<file path="src/rtl/inst_encode_if.sv">
// inst_encode_if -- request/response bundle for the RV32 instruction encoder.
//
// Request side  : ReqValid/ReqReady handshake carrying ReqOp, ReqRd, ReqRs1,
//                 ReqRs2 and ReqImm.
// Response side : OutValid/OutReady handshake presenting the FIFO head as
//                 OutInst/OutUndef, plus the FIFO occupancy Count.
//
// Modports:
//   master -- the requester/consumer (drives requests, takes results)
//   slave  -- the encoder itself
interface inst_encode_if;
  logic        ReqValid;
  logic        ReqReady;
  logic [4:0]  ReqOp;
  logic [4:0]  ReqRd;
  logic [4:0]  ReqRs1;
  logic [4:0]  ReqRs2;
  logic [31:0] ReqImm;
  logic        OutValid;
  logic        OutReady;
  logic [31:0] OutInst;
  logic        OutUndef;
  logic [2:0]  Count;

  modport master (
    output ReqValid, ReqOp, ReqRd, ReqRs1, ReqRs2, ReqImm, OutReady,
    input  ReqReady, OutValid, OutInst, OutUndef, Count
  );

  modport slave (
    input  ReqValid, ReqOp, ReqRd, ReqRs1, ReqRs2, ReqImm, OutReady,
    output ReqReady, OutValid, OutInst, OutUndef, Count
  );
endinterface

</file>
<file path="src/rtl/inst_encode.sv">
// inst_encode -- encodes abstract operation requests into RV32I/M machine
// words and queues the results in a 4-entry in-order FIFO.
//
// Ports:
//   Clk   -- sole clock, rising edge
//   Rst_n -- synchronous active-low reset
//   bus   -- inst_encode_if.slave: request handshake (ReqValid/ReqReady,
//            ReqOp/ReqRd/ReqRs1/ReqRs2/ReqImm), result handshake
//            (OutValid/OutReady, OutInst/OutUndef) and occupancy Count.
//
// Configuration macro: INST_ENCODE_MULDIV_EN
//   defined   -- ops 8..11 encode MUL/MULH/DIV/REM
//   undefined -- ops 8..11 are reported as undefined (OutInst=0, OutUndef=1)
module inst_encode (
  input  logic         Clk,
  input  logic         Rst_n,
  inst_encode_if.slave bus
);

  typedef enum logic [2:0] {
    FMT_X, FMT_R, FMT_I, FMT_SH, FMT_S, FMT_B, FMT_U, FMT_J
  } fmt_e;

  // ---------------------------------------------------------------- encoder
  fmt_e        fmt;
  logic [6:0]  opc;
  logic [2:0]  f3;
  logic [6:0]  f7;
  logic [31:0] enc_inst;
  logic        enc_undef;

  always_comb begin
    fmt = FMT_X;
    opc = 7'h00;
    f3  = 3'd0;
    f7  = 7'h00;
    case (bus.ReqOp)
      5'd0:  begin fmt = FMT_R;  opc = 7'h33; f3 = 3'd0; end
      5'd1:  begin fmt = FMT_R;  opc = 7'h33; f3 = 3'd0; f7 = 7'h20; end
      5'd2:  begin fmt = FMT_R;  opc = 7'h33; f3 = 3'd1; end
      5'd3:  begin fmt = FMT_R;  opc = 7'h33; f3 = 3'd2; end
      5'd4:  begin fmt = FMT_R;  opc = 7'h33; f3 = 3'd4; end
      5'd5:  begin fmt = FMT_R;  opc = 7'h33; f3 = 3'd5; end
      5'd6:  begin fmt = FMT_R;  opc = 7'h33; f3 = 3'd6; end
      5'd7:  begin fmt = FMT_R;  opc = 7'h33; f3 = 3'd7; end
`ifdef INST_ENCODE_MULDIV_EN
      5'd8:  begin fmt = FMT_R;  opc = 7'h33; f3 = 3'd0; f7 = 7'h01; end
      5'd9:  begin fmt = FMT_R;  opc = 7'h33; f3 = 3'd1; f7 = 7'h01; end
      5'd10: begin fmt = FMT_R;  opc = 7'h33; f3 = 3'd4; f7 = 7'h01; end
      5'd11: begin fmt = FMT_R;  opc = 7'h33; f3 = 3'd6; f7 = 7'h01; end
`endif
      5'd12: begin fmt = FMT_I;  opc = 7'h13; f3 = 3'd0; end
      5'd13: begin fmt = FMT_SH; opc = 7'h13; f3 = 3'd1; end
      5'd14: begin fmt = FMT_I;  opc = 7'h13; f3 = 3'd2; end
      5'd15: begin fmt = FMT_I;  opc = 7'h13; f3 = 3'd4; end
      5'd16: begin fmt = FMT_SH; opc = 7'h13; f3 = 3'd5; end
      5'd17: begin fmt = FMT_I;  opc = 7'h13; f3 = 3'd6; end
      5'd18: begin fmt = FMT_I;  opc = 7'h13; f3 = 3'd7; end
      5'd19: begin fmt = FMT_I;  opc = 7'h03; f3 = 3'd0; end
      5'd20: begin fmt = FMT_I;  opc = 7'h03; f3 = 3'd1; end
      5'd21: begin fmt = FMT_I;  opc = 7'h03; f3 = 3'd2; end
      5'd22: begin fmt = FMT_S;  opc = 7'h23; f3 = 3'd2; end
      5'd23: begin fmt = FMT_B;  opc = 7'h63; f3 = 3'd0; end
      5'd24: begin fmt = FMT_B;  opc = 7'h63; f3 = 3'd4; end
      5'd25: begin fmt = FMT_B;  opc = 7'h63; f3 = 3'd6; end
      5'd26: begin fmt = FMT_U;  opc = 7'h37; end
      5'd27: begin fmt = FMT_J;  opc = 7'h6F; end
      5'd28: begin fmt = FMT_I;  opc = 7'h67; f3 = 3'd0; end
      default: fmt = FMT_X;
    endcase
  end

  always_comb begin
    enc_inst  = 32'h0;
    enc_undef = 1'b0;
    case (fmt)
      FMT_R:  enc_inst = {f7, bus.ReqRs2, bus.ReqRs1, f3, bus.ReqRd, opc};
      FMT_I:  enc_inst = {bus.ReqImm[11:0], bus.ReqRs1, f3, bus.ReqRd, opc};
      // Shift-immediates carry only a 5-bit shamt; the upper field is zero.
      FMT_SH: enc_inst = {7'h00, bus.ReqImm[4:0], bus.ReqRs1, f3, bus.ReqRd, opc};
      FMT_S:  enc_inst = {bus.ReqImm[11:5], bus.ReqRs2, bus.ReqRs1, f3,
                          bus.ReqImm[4:0], opc};
      FMT_B:  enc_inst = {bus.ReqImm[12], bus.ReqImm[10:5], bus.ReqRs2, bus.ReqRs1,
                          f3, bus.ReqImm[4:1], bus.ReqImm[11], opc};
      FMT_U:  enc_inst = {bus.ReqImm[31:12], bus.ReqRd, opc};
      FMT_J:  enc_inst = {bus.ReqImm[20], bus.ReqImm[10:1], bus.ReqImm[11],
                          bus.ReqImm[19:12], bus.ReqRd, opc};
      default: enc_undef = 1'b1;
    endcase
  end

  // ------------------------------------------------------------------- FIFO
  logic [32:0] mem_q [4];
  logic [1:0]  wr_ptr_q, wr_ptr_d;
  logic [1:0]  rd_ptr_q, rd_ptr_d;
  logic [2:0]  count_q, count_d;
  // Holds ReqReady low through reset and for the edge that ends it.
  logic        live_q, live_d;
  logic        push, pop;

  assign bus.ReqReady = live_q && (count_q != 3'd4);
  assign bus.OutValid = (count_q != 3'd0);
  assign bus.Count    = count_q;
  assign bus.OutInst  = mem_q[rd_ptr_q][31:0];
  assign bus.OutUndef = mem_q[rd_ptr_q][32];

  assign push = bus.ReqValid && bus.ReqReady;
  assign pop  = bus.OutValid && bus.OutReady;

  always_comb begin
    wr_ptr_d = push ? wr_ptr_q + 2'd1 : wr_ptr_q;
    rd_ptr_d = pop  ? rd_ptr_q + 2'd1 : rd_ptr_q;
    live_d   = 1'b1;
    count_d  = count_q;
    case ({push, pop})
      2'b10:   count_d = count_q + 3'd1;
      2'b01:   count_d = count_q - 3'd1;
      default: count_d = count_q;
    endcase
  end

  always_ff @(posedge Clk) begin
    if (!Rst_n) begin
      wr_ptr_q <= 2'd0;
      rd_ptr_q <= 2'd0;
      count_q  <= 3'd0;
      live_q   <= 1'b0;
    end else begin
      wr_ptr_q <= wr_ptr_d;
      rd_ptr_q <= rd_ptr_d;
      count_q  <= count_d;
      live_q   <= live_d;
    end
  end

  // Storage carries no reset; a push on a reset edge is simply not written.
  always_ff @(posedge Clk) begin
    if (Rst_n && push) begin
      mem_q[wr_ptr_q] <= {enc_undef, enc_inst};
    end
  end

endmodule

</file>
<file path="src/flat_wrapper.sv">
// flat-port wrapper written by rule: the top's interface ports become plain ports
module inst_encode_flat 
  (Clk, Rst_n, bus_ReqValid, bus_ReqOp, bus_ReqRd, bus_ReqRs1, bus_ReqRs2, bus_ReqImm, bus_OutReady, bus_ReqReady, bus_OutValid, bus_OutInst, bus_OutUndef, bus_Count);
  inst_encode_if bus_i ();
  input  logic Clk;
  input  logic Rst_n;
  input wire logic [$bits(bus_i.ReqValid)-1:0] bus_ReqValid;
  input wire logic [$bits(bus_i.ReqOp)-1:0] bus_ReqOp;
  input wire logic [$bits(bus_i.ReqRd)-1:0] bus_ReqRd;
  input wire logic [$bits(bus_i.ReqRs1)-1:0] bus_ReqRs1;
  input wire logic [$bits(bus_i.ReqRs2)-1:0] bus_ReqRs2;
  input wire logic [$bits(bus_i.ReqImm)-1:0] bus_ReqImm;
  input wire logic [$bits(bus_i.OutReady)-1:0] bus_OutReady;
  output wire logic [$bits(bus_i.ReqReady)-1:0] bus_ReqReady;
  output wire logic [$bits(bus_i.OutValid)-1:0] bus_OutValid;
  output wire logic [$bits(bus_i.OutInst)-1:0] bus_OutInst;
  output wire logic [$bits(bus_i.OutUndef)-1:0] bus_OutUndef;
  output wire logic [$bits(bus_i.Count)-1:0] bus_Count;
  assign bus_i.ReqValid = bus_ReqValid;
  assign bus_i.ReqOp = bus_ReqOp;
  assign bus_i.ReqRd = bus_ReqRd;
  assign bus_i.ReqRs1 = bus_ReqRs1;
  assign bus_i.ReqRs2 = bus_ReqRs2;
  assign bus_i.ReqImm = bus_ReqImm;
  assign bus_i.OutReady = bus_OutReady;
  assign bus_ReqReady = bus_i.ReqReady;
  assign bus_OutValid = bus_i.OutValid;
  assign bus_OutInst = bus_i.OutInst;
  assign bus_OutUndef = bus_i.OutUndef;
  assign bus_Count = bus_i.Count;
  inst_encode u_core (.Clk(Clk), .Rst_n(Rst_n), .bus(bus_i));
endmodule
</file>
<file path="config.mk">
export PLATFORM = sky130hd
export DESIGN_NAME = inst_encode_flat
export DESIGN_NICKNAME = d
export VERILOG_FILES = /design/src/rtl/inst_encode_if.sv /design/src/rtl/inst_encode.sv /design/src/flat_wrapper.sv
export SDC_FILE = /design/constraint.sdc
export NUM_CORES = 1
export LEC_CHECK = 0
export CAP_MARGIN = 20
export CORE_ASPECT_RATIO = 0.75
export CORE_MARGIN = 2
export CORE_UTILIZATION = 54
export DETAILED_ROUTE_END_ITERATION = 10
export PLACE_DENSITY = 0.8
export SYNTH_ARGS = -nofsm -noshare
export SYNTH_HDL_FRONTEND = slang
export SYNTH_SLANG_ARGS = --single-unit
</file>
<file path="constraint.sdc">
create_clock -name Clk -period 2.8 [get_ports Clk]
set_clock_uncertainty 0.05 [all_clocks]
set_input_delay 0.7 -clock Clk [delete_from_list [all_inputs] [get_ports Clk]]
set_output_delay 0.7 -clock Clk [all_outputs]
set_load 0.02 [all_outputs]
</file>
# After elaboration in Yosys (flattened, before gate mapping)
# Memory sizes are Yosys's and may differ from the RTL's. A register that Yosys moved wholly into a read port is not among the register bits.
# Index checks and enable logic that the tools add are counted.
[totals]
reg_bits = 8
latch_bits = 0
ramBits = 132
rom_bits = 0
input_bits = 56
out_inout_bits = 38
wordCells = 75
mem_count = 1
[op_classes]
add_sub_neg = 4
mul = 0
div = 0
order_cmp = 0
eq_ne = 34
n_shift = 0
n_mux = 12
n_bitwise = 0
n_reduce_logical = 20
[mem_list]
columns = ["memory", "words", "word_bits", "rd", "rd_clocked_by_memory_dff", "wr", "line", "source"]
rows = [
  ["u_core.mem_q", 4, 33, 1, 1, 1, "inst_encode.sv:93", "logic [32:0] mem_q [4];"],
]
[ops]
columns = ["cell", "n"]
rows = [
  ["32-bit one-hot mux with 7 select lines", 1],
  ["5-bit == test, second input constant", 13],
  ["7-bit one-hot mux with 8 select lines", 1],
  ["3-bit one-hot mux with 7 select lines", 1],
  ["5-bit by 3-bit == test with 1-bit output, second input constant", 4],
  ["5-bit by 4-bit == test with 1-bit output, second input constant", 4],
  ["3-bit one-hot mux with 6 select lines", 1],
  ["3-bit OR reduction", 5],
  ["7-bit OR reduction", 2],
  ["3-bit == test, second input constant", 4],
  ["5-bit by 2-bit == test with 1-bit output, second input constant", 2],
  ["9-bit OR reduction", 1],
  ["8-bit OR reduction", 1],
  ["3-bit by 2-bit == test with 1-bit output, second input constant", 2],
  ["6-bit two-way mux", 1],
  ["3-bit one-hot mux with 2 select lines", 1],
  ["2-bit OR reduction", 3],
  ["5-bit by 1-bit == test with 1-bit output, second input constant", 1],
  ["5-bit zero test", 1],
  ["2-bit by 1-bit adder with 2-bit output, second input constant", 2],
  ["1-bit logical AND", 4],
  ["1-bit two-way mux", 4],
  ["2-bit two-way mux", 2],
  ["4-bit OR reduction", 1],
  ["8 further kinds", 8],
]

# Longest topological paths before layout
[depth]
ltp_word = 6
mapped_depth = 9

# Least setup slack after synthesis
# No wires, ideal clock.
[synth_timing]
path_kind = "input -> register"
from = "input port bus_ReqValid"
to = "memory u_core.mem_q[0][10], enable pin"
setup_ns = 0.392
t_arrival_ns = 1.851
path_slack_ns = 0.507
stages = 3
n_path_buf = 0
path_cell_list = "nand2_1 a21oi_2 and3_1"
[synth_between]
elab_chain_cells = 4
[synth_lines]
columns = ["element", "line", "source"]
rows = [
  ["start: declaration", "flat_wrapper.sv:7", "input wire logic [$bits(bus_i.ReqValid)-1:0] bus_ReqValid;"],
  ["1-bit logical AND", "inst_encode.sv:107", "assign push = bus.ReqValid && bus.ReqReady;"],
  ["1-bit logical AND", "inst_encode.sv:138", "if (Rst_n && push) begin"],
  ["1-bit two-way mux", "inst_encode.sv:138", ""],
  ["1-bit two-way mux (not written as such)", "inst_encode.sv:139", "mem_q[wr_ptr_q] <= {enc_undef, enc_inst};"],
  ["end: declaration", "inst_encode.sv:93", ""],
]
# No other way between the ends.

==> flow_metrics.env <==
export IMPL_power_total_uw=6020
export IMPL_ys_seq_area_share_pct=68.0
export IMPL_path_clk_slew_ns=0.06
export IMPL_routedWlPerCell_um=21.8
export IMPL_power_frac_seq_pct=40.0
export IMPL_pwr_share_clk_pct=34.5
export IMPL_end_kind="output port"
export IMPL_combPwrFrac_pct=25.4
export IMPL_ir_drop_mv=0.567
export IMPL_max_slew_margin_pct=67.1
export IMPL_fmax_ghz=0.376
export IMPL_layout_commonest_cell="edfxtp_1"
export IMPL_async_flop_share_pct=0
export IMPL_avgSynthCellArea_um2=16.8
export IMPL_reg2reg_slack_ns=0.68
export IMPL_start_util_pct=55.0
export IMPL_fp_dieH_um=94.9
export IMPL_hold_start="u_core.wr_ptr_q[1]"
export IMPL_die_area_um2=11900
export IMPL_path_class="reg2out"
export IMPL_final_util_pct=71.5
export IMPL_final_hold_violation_count=0
export IMPL_p_per_area_nw_per_um2=778
export IMPL_grt_remaining_overflow=0
export IMPL_gp_congestion=0.918
export IMPL_status="finished, final reports clean"
export IMPL_synth_area_um2=5950
export IMPL_cts_buffers=17
export IMPL_netSwitchingFraction_pct=27.1
export IMPL_cts_setup_buffers=0
export IMPL_arrival_ns=1.91
export IMPL_final_cells=624
export IMPL_path_cells="buf_12 -> mux4_2 -> dlygate4sd2_1"
export IMPL_most_common_layout_cells="128 x edfxtp_1, 60 x clkdlybuf4s50_1, 33 x nand2_1, 33 x dlygate4sd2_1, 32 x mux4_2"
export IMPL_crit_fanout=18
export IMPL_synthCells=354
export IMPL_grt_pass1_wl_mm=20.8
export IMPL_p_leak_uw=0.00271
export IMPL_cp_required_ns=2.05
export IMPL_worstReg2RegStart="u_core.bus.Count[0]"
export IMPL_switching_power_uw=1630
export IMPL_final_setup_viol_count=0
export IMPL_ys_warn_count=0
export IMPL_synth_edf_count=128
export IMPL_clock_path_buffers=2
export IMPL_detail_route_antenna_nets=0
export IMPL_setup_slack_ns=0.142
export IMPL_drive_gt1_share_pct=21.1
export IMPL_p_int_uw=4390
export IMPL_routed_via_density=5.86
export IMPL_firstDrtPassIters=4
export IMPL_hp_class="reg2reg"
export IMPL_grtUsageTotal_pct=23.9
export IMPL_ios=94
export IMPL_die_x_um=125
export IMPL_setup_tns_ns=0
export IMPL_period_needed_ns=2.66
export IMPL_cts_tree="built"
export IMPL_placedCellCount=592
export IMPL_cts_root_buf="clkbuf_16"
export IMPL_first_iter_violations=350
export IMPL_antenna_found_initial=0
export IMPL_place_hpwl_mm=9.13
export IMPL_critPathTopFamily="multiplexers"
export IMPL_ys_ff_latch=138
export IMPL_drt_total_wl_mm=13.6
export IMPL_crit_buf_inv=2
export IMPL_grt_start_max_net_pins=26
export IMPL_nets=533
export IMPL_rsz0062_at_grt="no"
export IMPL_startpoint_type="flip-flop"
export IMPL_dp_slack_ns=0.0312
export IMPL_drc=0
export IMPL_clkLatencyLatePin_ns=0.41
export IMPL_tightest_slew_ns=0.489
export IMPL_coreArea_um2=10800
export IMPL_rows=33
export IMPL_r2r_cells=9
export IMPL_syn_to_final_growth_pct=30.1
export IMPL_max_stage_delay_ns=0.56
export IMPL_drv_cap=0
export IMPL_htree_levels=4
export IMPL_cpMaxStageDelayCell="mux4_2"
export IMPL_synth_ff_type="edfxtp_1"
export IMPL_ys_types=59
export IMPL_diodes=0
export IMPL_num_vias=3656
export IMPL_grt_pass1_vias=3641
export IMPL_timing_rr_end="u_core.bus.Count[2]"
export IMPL_crit_end="bus_OutInst[5]"
export IMPL_cp_depth=3
export IMPL_min_period_over_period_pct=94.9
export IMPL_cts_sinks=138
export IMPL_report_final_slew_viol_count=0
export IMPL_port_buffers=93
export IMPL_syn_nets=416
-- what timing repair did --
item	4_1_cts	5_1_grt
endpoints found under the setup margin	33	0
hold buffers	0	0
gates resized for setup	33	0
-- flip-flops by register name, summed over array words and instances (netlist names), named ones only --
signal            cells
u_core.bus.Count      3
u_core.rd_ptr_q       2
u_core.live_q         1
u_core.wr_ptr_q       2
u_core.mem_q        128
-- layout make-up --
| class | instances | area, um^2 |
|---|---|---|
| Sequential cell | 138 | 4050 |
| Fill cell | 724 | 3080 |
| Multi-Input combinational cell | 185 | 1740 |
| Timing Repair Buffer | 119 | 1200 |
| Clock buffer | 20 | 437 |
| Tap cell | 140 | 175 |
| Clock inverter | 12 | 106 |
| Inverter | 10 | 37.5 |
-- cells in the mapped netlist (all sizes together) (2+ instances only) --
cell type	number	area share, %
clkbuf	2	0.13
edfxtp	128	65
a32oi	2	0.29
or3	3	0.32
ha	5	1.1
and3	5	0.53
mux4	32	12
nor3	2	0.25
mux2	2	0.38
a21oi	18	1.6
xor2	2	0.29
nor2b	2	0.21
mux2i	5	0.84
a22o	5	0.74
buf	19	2.1
nand2	34	2.2
and2	7	0.74
o22ai	3	0.32
xnor2	3	0.44
nand3	3	0.25
o221ai	2	0.29
inv	10	0.63
nand2b	2	0.25
dfxtp	10	3.4
a21boi	3	0.44
o21ai	7	0.65
o2bb2ai	2	0.29
a22oi	4	0.50
nor2	13	0.82
-- routing by layer --
metal / vias to the layer above / GRT usage [%] / part of all wire (%)
met1: 1851 / 33.4 / 44
met5: - / 0 / 0
met4: 0 / 8.70 / 1.8
met2: 146 / 37.5 / 48
met3: 21 / 5.50 / 6.3
li1: 1638 / - / -
-- worst min-delay path by stage --
stage | end | slack [ns] | cells after the start
2_1_floorplan | u_core.wr_ptr_q[1] | 0.48 | 2
3_5_place_dp | u_core.rd_ptr_q[1] | 0.52 | 2
3_3_place_gp | u_core.wr_ptr_q[1] | 0.50 | 2
5_1_grt | u_core.wr_ptr_q[1] | 0.56 | 2
4_1_cts | u_core.wr_ptr_q[1] | 0.53 | 2
6_report | u_core.wr_ptr_q[1] | 0.54 | 2
-- power by group through the flow --
stage | combinational, uW | sequential [uW] | clock (uW)
3_3_place_gp | 1640 | 2440 | 0
6_report | 1530 | 2410 | 2080
2_1_floorplan | 984 | 2450 | 0
4_1_cts | 1550 | 2410 | 2090
5_1_grt | 1650 | 2420 | 2180
3_5_place_dp | 1660 | 2450 | 0
-- metrics by stage --
| step | instance area [um^2] | hold WS (ns) |
|---|---|---|
| detailed placement | 7240 | 0.522 |
| global route | 7740 | 0.565 |
| floorplan | 5950 | 0.478 |
| CTS | 7740 | 0.532 |
| finish | 7740 | 0.537 |
| global placement | 7240 | 0.501 |
-- worst register-to-register path: cells and delay by family (launching register included) --
family	cells	cell delay, ns
fa+ha+maj	2	0.54
simple gates	2	0.49
flops	1	0.37
compound gates	2	0.30
xor+xnor	1	0.16
buf+inv	2	0.14
-- kinds of logic (layout without fill, tap and decap cells) --
| kind of cell | Yosys count | after routing | share of synthesized area, % |
|---|---|---|---|
| DFF | 138 | 138 | 68.0 |
| and+or+nand+nor | 79 | 79 | 6.67 |
| AOI/OAI and AO/OA | 56 | 56 | 7.05 |
| muxes | 39 | 39 | 13.3 |
| buffers and inverters | 31 | 161 | 2.86 |
| adders and majority gates | 6 | 6 | 1.39 |
| xor gates and xnor gates | 5 | 5 | 0.736 |
(Power assumes the default switching activity.)
